==> src/rtl/pipe_hazard_ctrl.sv <==
// pipe_hazard_ctrl: hazard detection, forwarding selects, halt drain sequencing and stall/flush event counters
module pipe_hazard_ctrl #(
  parameter int CNT_W     = 16,
  parameter int DRAIN_MAX = 3
) (
  input  logic             clk,
  input  logic             reset,
  input  logic [31:0]      if_id_instr,
  input  logic             if_id_halt,
  input  logic             id_ex_memread,
  input  logic [4:0]       id_ex_rd,
  input  logic [4:0]       id_ex_rs1,
  input  logic [4:0]       id_ex_rs2,
  input  logic             ex_mem_regwrite,
  input  logic [4:0]       ex_mem_rd,
  input  logic             mem_wb_regwrite,
  input  logic [4:0]       mem_wb_rd,
  input  logic             mem_wb_halt,
  input  logic             ex_branch_taken,
  output logic             pc_write,
  output logic             if_id_write,
  output logic             if_id_flush,
  output logic             id_ex_flush,
  output logic [1:0]       forward_a,
  output logic [1:0]       forward_b,
  output logic             halted,
  output logic             halt_err,
  output logic [CNT_W-1:0] stall_count,
  output logic [CNT_W-1:0] flush_count
);
  localparam logic [1:0] RUN    = 2'd0;
  localparam logic [1:0] DRAIN  = 2'd1;
  localparam logic [1:0] HALTED = 2'd2;
  localparam int DW = $clog2(DRAIN_MAX + 1);
  localparam logic [DW-1:0] DRAIN_LAST = DW'(DRAIN_MAX - 1);
  logic [1:0]    state;
  logic [DW-1:0] drain_cnt;
  logic [3:0]    ctrl;
  logic          luse;
  logic          unused_instr;
  assign unused_instr = ^{if_id_instr[31:25], if_id_instr[14:0]};
  assign luse = id_ex_memread && id_ex_rd != 5'd0 &&
                (id_ex_rd == if_id_instr[19:15] || id_ex_rd == if_id_instr[24:20]);
  assign forward_a = !reset ? 2'b00 :
                     (ex_mem_regwrite && ex_mem_rd != 5'd0 && ex_mem_rd == id_ex_rs1) ? 2'b10 :
                     (mem_wb_regwrite && mem_wb_rd != 5'd0 && mem_wb_rd == id_ex_rs1) ? 2'b01 : 2'b00;
  assign forward_b = !reset ? 2'b00 :
                     (ex_mem_regwrite && ex_mem_rd != 5'd0 && ex_mem_rd == id_ex_rs2) ? 2'b10 :
                     (mem_wb_regwrite && mem_wb_rd != 5'd0 && mem_wb_rd == id_ex_rs2) ? 2'b01 : 2'b00;
  // ctrl = {pc_write, if_id_write, if_id_flush, id_ex_flush}
  always_comb begin
    ctrl = !reset           ? 4'b0011 :
           state == DRAIN   ? 4'b0110 :
           state == HALTED  ? 4'b0011 :
           ex_branch_taken  ? 4'b1111 :
           luse             ? 4'b0001 :
           if_id_halt       ? 4'b0110 : 4'b1100;
  end
  assign {pc_write, if_id_write, if_id_flush, id_ex_flush} = ctrl;
  always_ff @(posedge clk) begin
    if (!reset) begin
      state       <= RUN;
      drain_cnt   <= '0;
      halted      <= 1'b0;
      halt_err    <= 1'b0;
      stall_count <= '0;
      flush_count <= '0;
    end else if (state == RUN) begin
      if (ex_branch_taken) begin
        if (~&flush_count) flush_count <= flush_count + CNT_W'(1);
      end else if (luse) begin
        if (~&stall_count) stall_count <= stall_count + CNT_W'(1);
      end else if (if_id_halt) begin
        state     <= DRAIN;
        drain_cnt <= '0;
      end
    end else if (state == DRAIN) begin
      if (mem_wb_halt) begin
        state  <= HALTED;
        halted <= 1'b1;
      end else if (drain_cnt == DRAIN_LAST) begin
        state    <= HALTED;
        halted   <= 1'b1;
        halt_err <= 1'b1;
      end else begin
        drain_cnt <= drain_cnt + DW'(1);
      end
    end else if (state != HALTED) begin
      state <= RUN;
    end
  end
endmodule

==> config.mk <==
export PLATFORM = sky130hd
export DESIGN_NAME = pipe_hazard_ctrl
export DESIGN_NICKNAME = d
export VERILOG_FILES = /design/src/rtl/pipe_hazard_ctrl.sv
export SDC_FILE = /design/constraint.sdc
export NUM_CORES = 1
export LEC_CHECK = 0
export CORE_ASPECT_RATIO = 1.25
export CORE_MARGIN = 2
export CORE_UTILIZATION = 33
export DETAILED_ROUTE_END_ITERATION = 10
export PLACE_DENSITY = 0.66
export RECOVER_POWER = 100
export SLEW_MARGIN = 10
export SYNTH_ARGS = -nofsm -noshare
export SYNTH_HDL_FRONTEND = slang
export SYNTH_SLANG_ARGS = --single-unit
==> constraint.sdc <==
create_clock -name clk -period 2.4 [get_ports clk]
set_input_delay 0.24 -clock clk [delete_from_list [all_inputs] [get_ports clk]]
set_output_delay 0.24 -clock clk [all_outputs]
set_load 0.02 [all_outputs]
==> impl_metrics.env, run 1 <==
export IMPL_cp_top_family="buffers and inverters"
export IMPL_place_area_mm2=0.00342
export IMPL_crit_chain="clkdlybuf4s50_1 > buf_4 > or4_1 > o21ai_2 > buf_6 > o221ai_1 > o21a_1 > buf_2"
export IMPL_clock_fmax_ghz=0.429
export IMPL_clk_latency_ns=0.30
export IMPL_cp_data_required_time_ns=2.16
export IMPL_cts_path_max_buffers=2
export IMPL_drt_initial_drc_count=96
export IMPL_power_density_mw_per_mm2=400
export IMPL_grt_setup_unrepaired="false"
export IMPL_outcome="finished clean"
export IMPL_synth_top_cell_area_share=0.326
export IMPL_syn_nets=356
export IMPL_clock_sink_count=38
export IMPL_arrival_ns=2.09
export IMPL_io_pin_count=107
export IMPL_hold_viol=0
export IMPL_nNetsFinal=459
export IMPL_seqPwrFrac=0.462
export IMPL_cp_max_fo=6
export IMPL_hold_class="reg2reg"
export IMPL_drc=0
export IMPL_worstMarginPinSlew_ns=1.29
export IMPL_grt_overflow=0
export IMPL_first_pass_iters=7
export IMPL_avgRoutedWirePerCell_um=13.3
export IMPL_wirelength_um=6430
export IMPL_syn_inst=288
export IMPL_end_kind="output port"
export IMPL_stdcell_count=482
export IMPL_cts_hold_buf=0
export IMPL_cts_tree="yes"
export IMPL_drv_slew=0
export IMPL_start_kind="input pin"
export IMPL_power_switching_share=0.273
export IMPL_diodes=0
export IMPL_final_util=0.509
export IMPL_synth_enable_flop_cells=0
export IMPL_slowest_stage="or4_1"
export IMPL_setup_slack_ns=0.0679
export IMPL_fin_worst_skew_ns=0.00986
export IMPL_synthArstFlopShare=0
export IMPL_dpl_cell_count=474
export IMPL_yosysTopAreaCell="dfxtp_1"
export IMPL_die_area_mm2=0.00776
export IMPL_maxCapViolCount=0
export IMPL_fillers=687
export IMPL_drive_above_1_share=0.117
export IMPL_dpl_worst_slack_ns=-0.295
export IMPL_htree_levels=2
export IMPL_p_leak_nw=1.35
export IMPL_grt_pass1_vias=2304
export IMPL_grt_start_max_net_pins=30
export IMPL_die_y_um=98.0
export IMPL_synth_area_leaders="dfxtp_1 33%, xor2_1 12%, nor2_1 5.0%, or4_1 3.9%, a21oi_1 3.0%"
export IMPL_clk_pin_slew_ns=0.07
export IMPL_period_needed_ns=2.33
export IMPL_io_buffers=84
export IMPL_cts_buffers=5
export IMPL_hold_depth=2
export IMPL_cp_num_cells=8
export IMPL_dp_hpwl_um=4920
export IMPL_core_area_mm2=0.00689
export IMPL_p_comb_frac=0.206
export IMPL_p_int_mw=1.02
export IMPL_synth_distinct_cells=43
export IMPL_antenna_found_initial=0
export IMPL_gr_usage_all_layers=0.167
export IMPL_power_mw=1.41
export IMPL_synth_avg_cell_area_um2=8.10
export IMPL_setup_viol=0
export IMPL_initial_core_util=0.339
export IMPL_yosys_warnings=0
export IMPL_yosysMostFrequentCell="dfxtp_1"
export IMPL_switching_power_uw=383
export IMPL_slew_headroom=0.140
export IMPL_whs_ns=0.476
export IMPL_gp_congestion=0.880
export IMPL_finalInstanceArea_mm2=0.00351
export IMPL_ant_nets=0
export IMPL_tns_ns=0
export IMPL_die_x_um=79.2
export IMPL_vias_per_cell=5.17
export IMPL_std_cell_rows=34
export IMPL_synth_area_mm2=0.00233
export IMPL_synth_seq_cells=38
export IMPL_grt_pass1_wl_um=10600
export IMPL_critPathMaxStageDelay_ns=0.49
export IMPL_path_class="in2out"
export IMPL_peakVddDrop_v=0.000243
export IMPL_p_clk_frac=0.332
export IMPL_syn2layout_area_growth_pct=50.5
export IMPL_via_count=2490
export IMPL_critPathBufInv=4
export IMPL_ys_seq_area_frac=0.326
export IMPL_ys_flop_type="dfxtp_1"
export IMPL_ys_top_cells_by_count="38 x dfxtp_1, 32 x xor2_1, 31 x nor2_1"
export IMPL_ff2ff_path_depth=5
export IMPL_cts_root_buf="clkbuf_8"
export IMPL_period_share=0.972
## worst register-to-register path: cells and delay by family (launching register included)
family	cells	cell delay, ns
AOI/OAI and AO/OA	2	0.52
DFF	1	0.38
and+or+nand+nor	3	1.15
## repair_timing
item | CTS | global route
pin swaps | 0 | 1
gates resized for setup | 15 | 17
endpoints found under the setup margin | 8 | 7
buffers inserted | 0 | 0
## placed cells by master (no fill, tap or decap), drive strengths merged, types with 4 or more instances in the layout
cell type | Yosys | final
dlygate4sd3 | 0 | 35
nand4 | 9 | 9
nor4 | 6 | 6
mux2i | 4 | 4
nand2 | 15 | 15
inv | 9 | 9
nand3 | 10 | 10
xnor2 | 8 | 8
clkbuf | 10 | 11
o31ai | 7 | 7
a21oi | 14 | 14
nor3 | 7 | 7
dfxtp | 38 | 38
buf | 2 | 25
or4 | 12 | 12
nor3b | 4 | 4
and3 | 5 | 5
o41ai | 4 | 4
nand2b | 6 | 6
clkdlybuf4s50 | 0 | 41
nor2 | 31 | 31
xor2 | 32 | 32
or3 | 7 | 7
o21ai | 13 | 13
## power groups by stage
stage	Sequential, mW	Clock, mW	Combinational [mW]
3_5_place_dp	0.663	0	0.293
5_1_grt	0.651	0.514	0.315
3_3_place_gp	0.663	0	0.288
4_1_cts	0.649	0.481	0.294
6_report	0.649	0.467	0.290
2_1_floorplan	0.669	0	0.119
## state kept, by name, indices dropped and copies added, names as in the netlist
register / count
flush_count: 16
stall_count: 16
drain_cnt: 2
state: 2
halt_err: 1
halted: 1
## layer usage
metal / track usage / part of all wire / vias to the layer above
met5: 0 / 0 / -
met2: 0.292 / 0.50 / 67
met1: 0.197 / 0.43 / 1152
met3: 0.0444 / 0.054 / 12
li1: - / - / 1259
met4: 0.0557 / 0.021 / 0
## final timing paths
path	from	to	slack [ns]
worst min register to register	halt_err	halt_err	0.48
worst max register to register	state[0]	stall_count[9]	0.28
worst max-delay path	id_ex_rd[3]	id_ex_flush	0.07
worst min-delay path	halt_err	halt_err	0.48
## cell families after synthesis
family / after synthesis / synth area share
muxes: 4 / 0.0172
adders and majority gates: 3 / 0.0161
AOI/OAI and AO/OA: 57 / 0.163
buffers and inverters: 21 / 0.0349
xor gates and xnor gates: 40 / 0.150
DFF: 38 / 0.326
and+or+nand+nor: 125 / 0.293
## area by class of cell
cell class              instances  area, µm²  area share
well taps                      90        113      0.0321
clock inverters                 2       12.5     0.00356
flip-flops and latches         38        761       0.217
inverters                       9       33.8     0.00962
repair buffers                108        992       0.283
multi-input cells             229       1520       0.432
clock buffers                   6       82.6      0.0235
(Power assumes the default switching activity.)
==> run 2: changes to the inputs <==
--- a/config.mk
+++ b/config.mk
@@ -6,9 +6,10 @@
 export NUM_CORES = 1
 export LEC_CHECK = 0
 export CORE_ASPECT_RATIO = 1.25
-export CORE_MARGIN = 2
+export CORE_MARGIN = 4
 export CORE_UTILIZATION = 33
 export DETAILED_ROUTE_END_ITERATION = 10
+export GPL_TIMING_DRIVEN = 0
 export PLACE_DENSITY = 0.66
 export RECOVER_POWER = 100
 export SLEW_MARGIN = 10
==> run 2 against run 1 <==
Clock skew up 0.0026 ns. Die area increased by 9.3%. Sequential power about the same. Global-route usage is 0.089 points higher. Largest cell class unchanged.
==> impl_metrics.env, run 2 (synthesis results as in run 1) <==
export IMPL_outcome="finished clean"
export IMPL_path_class="in2out"
export IMPL_worstMarginPinSlew_ns=0.841
export IMPL_avgRoutedWirePerCell_um=14.6
export IMPL_fin_worst_skew_ns=0.0125
export IMPL_seq_area_um2=761
export IMPL_hold_viol=0
export IMPL_final_common_cell="dfxtp_1"
export IMPL_diodes=0
export IMPL_multi_input_area_mm2=0.00154
export IMPL_wirelength_um=6940
export IMPL_maxCapViolCount=0
export IMPL_grt_pass1_vias=2508
export IMPL_cp_data_required_time_ns=2.16
export IMPL_grt_overflow=0
export IMPL_die_x_um=83.2
export IMPL_crit_chain="clkdlybuf4s50_1 > or4_1 > o211ai_1 > or4_1 > nor4_2 > buf_2"
export IMPL_critPathBufInv=2
export IMPL_layout_common_cells="38 x dfxtp_1, 36 x clkdlybuf4s50_1, 34 x dlygate4sd3_1"
export IMPL_hold_class="in2reg"
export IMPL_antenna_found_initial=0
export IMPL_cts_path_max_buffers=2
export IMPL_cp_max_fo=3
export IMPL_dp_hpwl_um=5330
export IMPL_clock_sink_count=38
export IMPL_cts_tree="yes"
export IMPL_cts_root_buf="clkbuf_8"
export IMPL_peakVddDrop_v=0.000293
export IMPL_initial_core_util=0.337
export IMPL_syn2layout_area_growth_pct=47.7
export IMPL_slowest_stage="or4_1"
export IMPL_die_y_um=102
export IMPL_power_density_mw_per_mm2=393
export IMPL_tns_ns=0
export IMPL_path_common_cell="or4_1"
export IMPL_clock_fmax_ghz=0.437
export IMPL_grt_setup_unrepaired="false"
export IMPL_grt_pass1_wl_um=11800
export IMPL_io_pin_count=107
export IMPL_drt_initial_drc_count=49
export IMPL_top_regs="flush_count x16, stall_count x16"
export IMPL_first_pass_iters=4
export IMPL_clk_latency_ns=0.30
export IMPL_nNetsFinal=452
export IMPL_gr_usage_all_layers=0.168
export IMPL_slew_headroom=0.432
export IMPL_cp_top_family="simple AND/OR/NAND/NOR gates"
export IMPL_core_area_mm2=0.00693
export IMPL_via_count=2523
export IMPL_ant_nets=0
export IMPL_start_kind="input pin"
export IMPL_std_cell_rows=34
export IMPL_fillers=678
export IMPL_clk_pin_slew_ns=0.07
export IMPL_setup_viol=0
export IMPL_io_buffers=84
export IMPL_cts_buffers=5
export IMPL_period_share=0.954
export IMPL_dpl_worst_slack_ns=-1.11
export IMPL_htree_levels=2
export IMPL_arrival_ns=2.05
export IMPL_critPathMaxStageDelay_ns=0.57
export IMPL_setup_slack_ns=0.111
export IMPL_drv_slew=0
export IMPL_final_util=0.497
export IMPL_drive_above_1_share=0.0911
export IMPL_end_kind="output port"
export IMPL_drc=0
export IMPL_vias_per_cell=5.32
export IMPL_p_leak_nw=1.31
export IMPL_period_needed_ns=2.29
export IMPL_die_area_mm2=0.00849
export IMPL_gp_congestion=0.871
export IMPL_cts_hold_buf=0
export IMPL_grt_start_max_net_pins=12
-- run 2: cell count changes in the layout (fill, tap and decap cells not counted), moves of 2 or more --
cell | previous run | this run
buf_4 | 22 | 7
clkbuf_2 | 4 | 2
dlygate4sd2_1 | 1 | 7
buf_2 | 2 | 6
clkdlybuf4s50_1 | 41 | 36
clkbuf_1 | 1 | 5
-- run 2: final cells by class --
| type | count | area share |
|---|---|---|
| Buffer | 12 | 0.0229 |
| Clock buffer | 5 | 0.0200 |
| Clock inverter | 2 | 0.00290 |
| Inverter | 9 | 0.00980 |
| Multi-Input combinational cell | 229 | 0.445 |
| Sequential cell | 38 | 0.221 |
| Tap cell | 90 | 0.0327 |
| Timing Repair Buffer | 89 | 0.246 |
-- run 2: power breakdown --
| part | switching [mW] | leakage [nW] | internal, mW |
|---|---|---|---|
| registers | 0.0117 | 0.307 | 0.639 |
| clock network | 0.227 | 0.0438 | 0.195 |
| logic | 0.141 | 0.958 | 0.143 |
-- run 2: per-layer routing --
metal | GRT usage | vias up | part of all wire
met1 | 0.202 | 1188 | 0.42
met4 | 0.0692 | 0 | 0.021
li1 | - | 1253 | -
met5 | 0 | - | 0
met3 | 0.0403 | 12 | 0.047
met2 | 0.291 | 70 | 0.51
-- run 2: worst min-delay path, cell delays in order --
cell	delay (ns)
dlymetal6s2s_1	0.21
nand2b_1	0.11
o41ai_1	0.06
-- run 2: metrics by stage --
stage / std cells / hold WS [ns] / power, mW / cell area (µm²)
2_1_floorplan: 288 / 0.390 / 0.788 / 2330
3_3_place_gp: 462 / 0.437 / 0.930 / 3290
4_1_cts: 471 / 0.454 / 1.36 / 3400
6_report: 474 / 0.362 / 1.36 / 3450
5_1_grt: 474 / 0.373 / 1.43 / 3450
3_5_place_dp: 462 / 0.447 / 0.934 / 3290
-- run 2: repair_timing --
action / in CTS / in global routing
setup endpoints to repair: 10 / 9
pin swaps: 6 / 3
resized for setup: 48 / 10
buffers inserted: 2 / 3
-- run 2: path summary, 6_finish.rpt --
check / endpoint / slack (ns) / depth (start not counted) / from
setup / recovery: forward_b[0] / 0.11 / 6 / mem_wb_rd[1]
hold / removal: stall_count[10] / 0.36 / 3 / reset
setup reg to reg: stall_count[8] / 0.24 / 8 / stall_count[0]
hold reg to reg: drain_cnt[0] / 0.45 / 1 / drain_cnt[0]
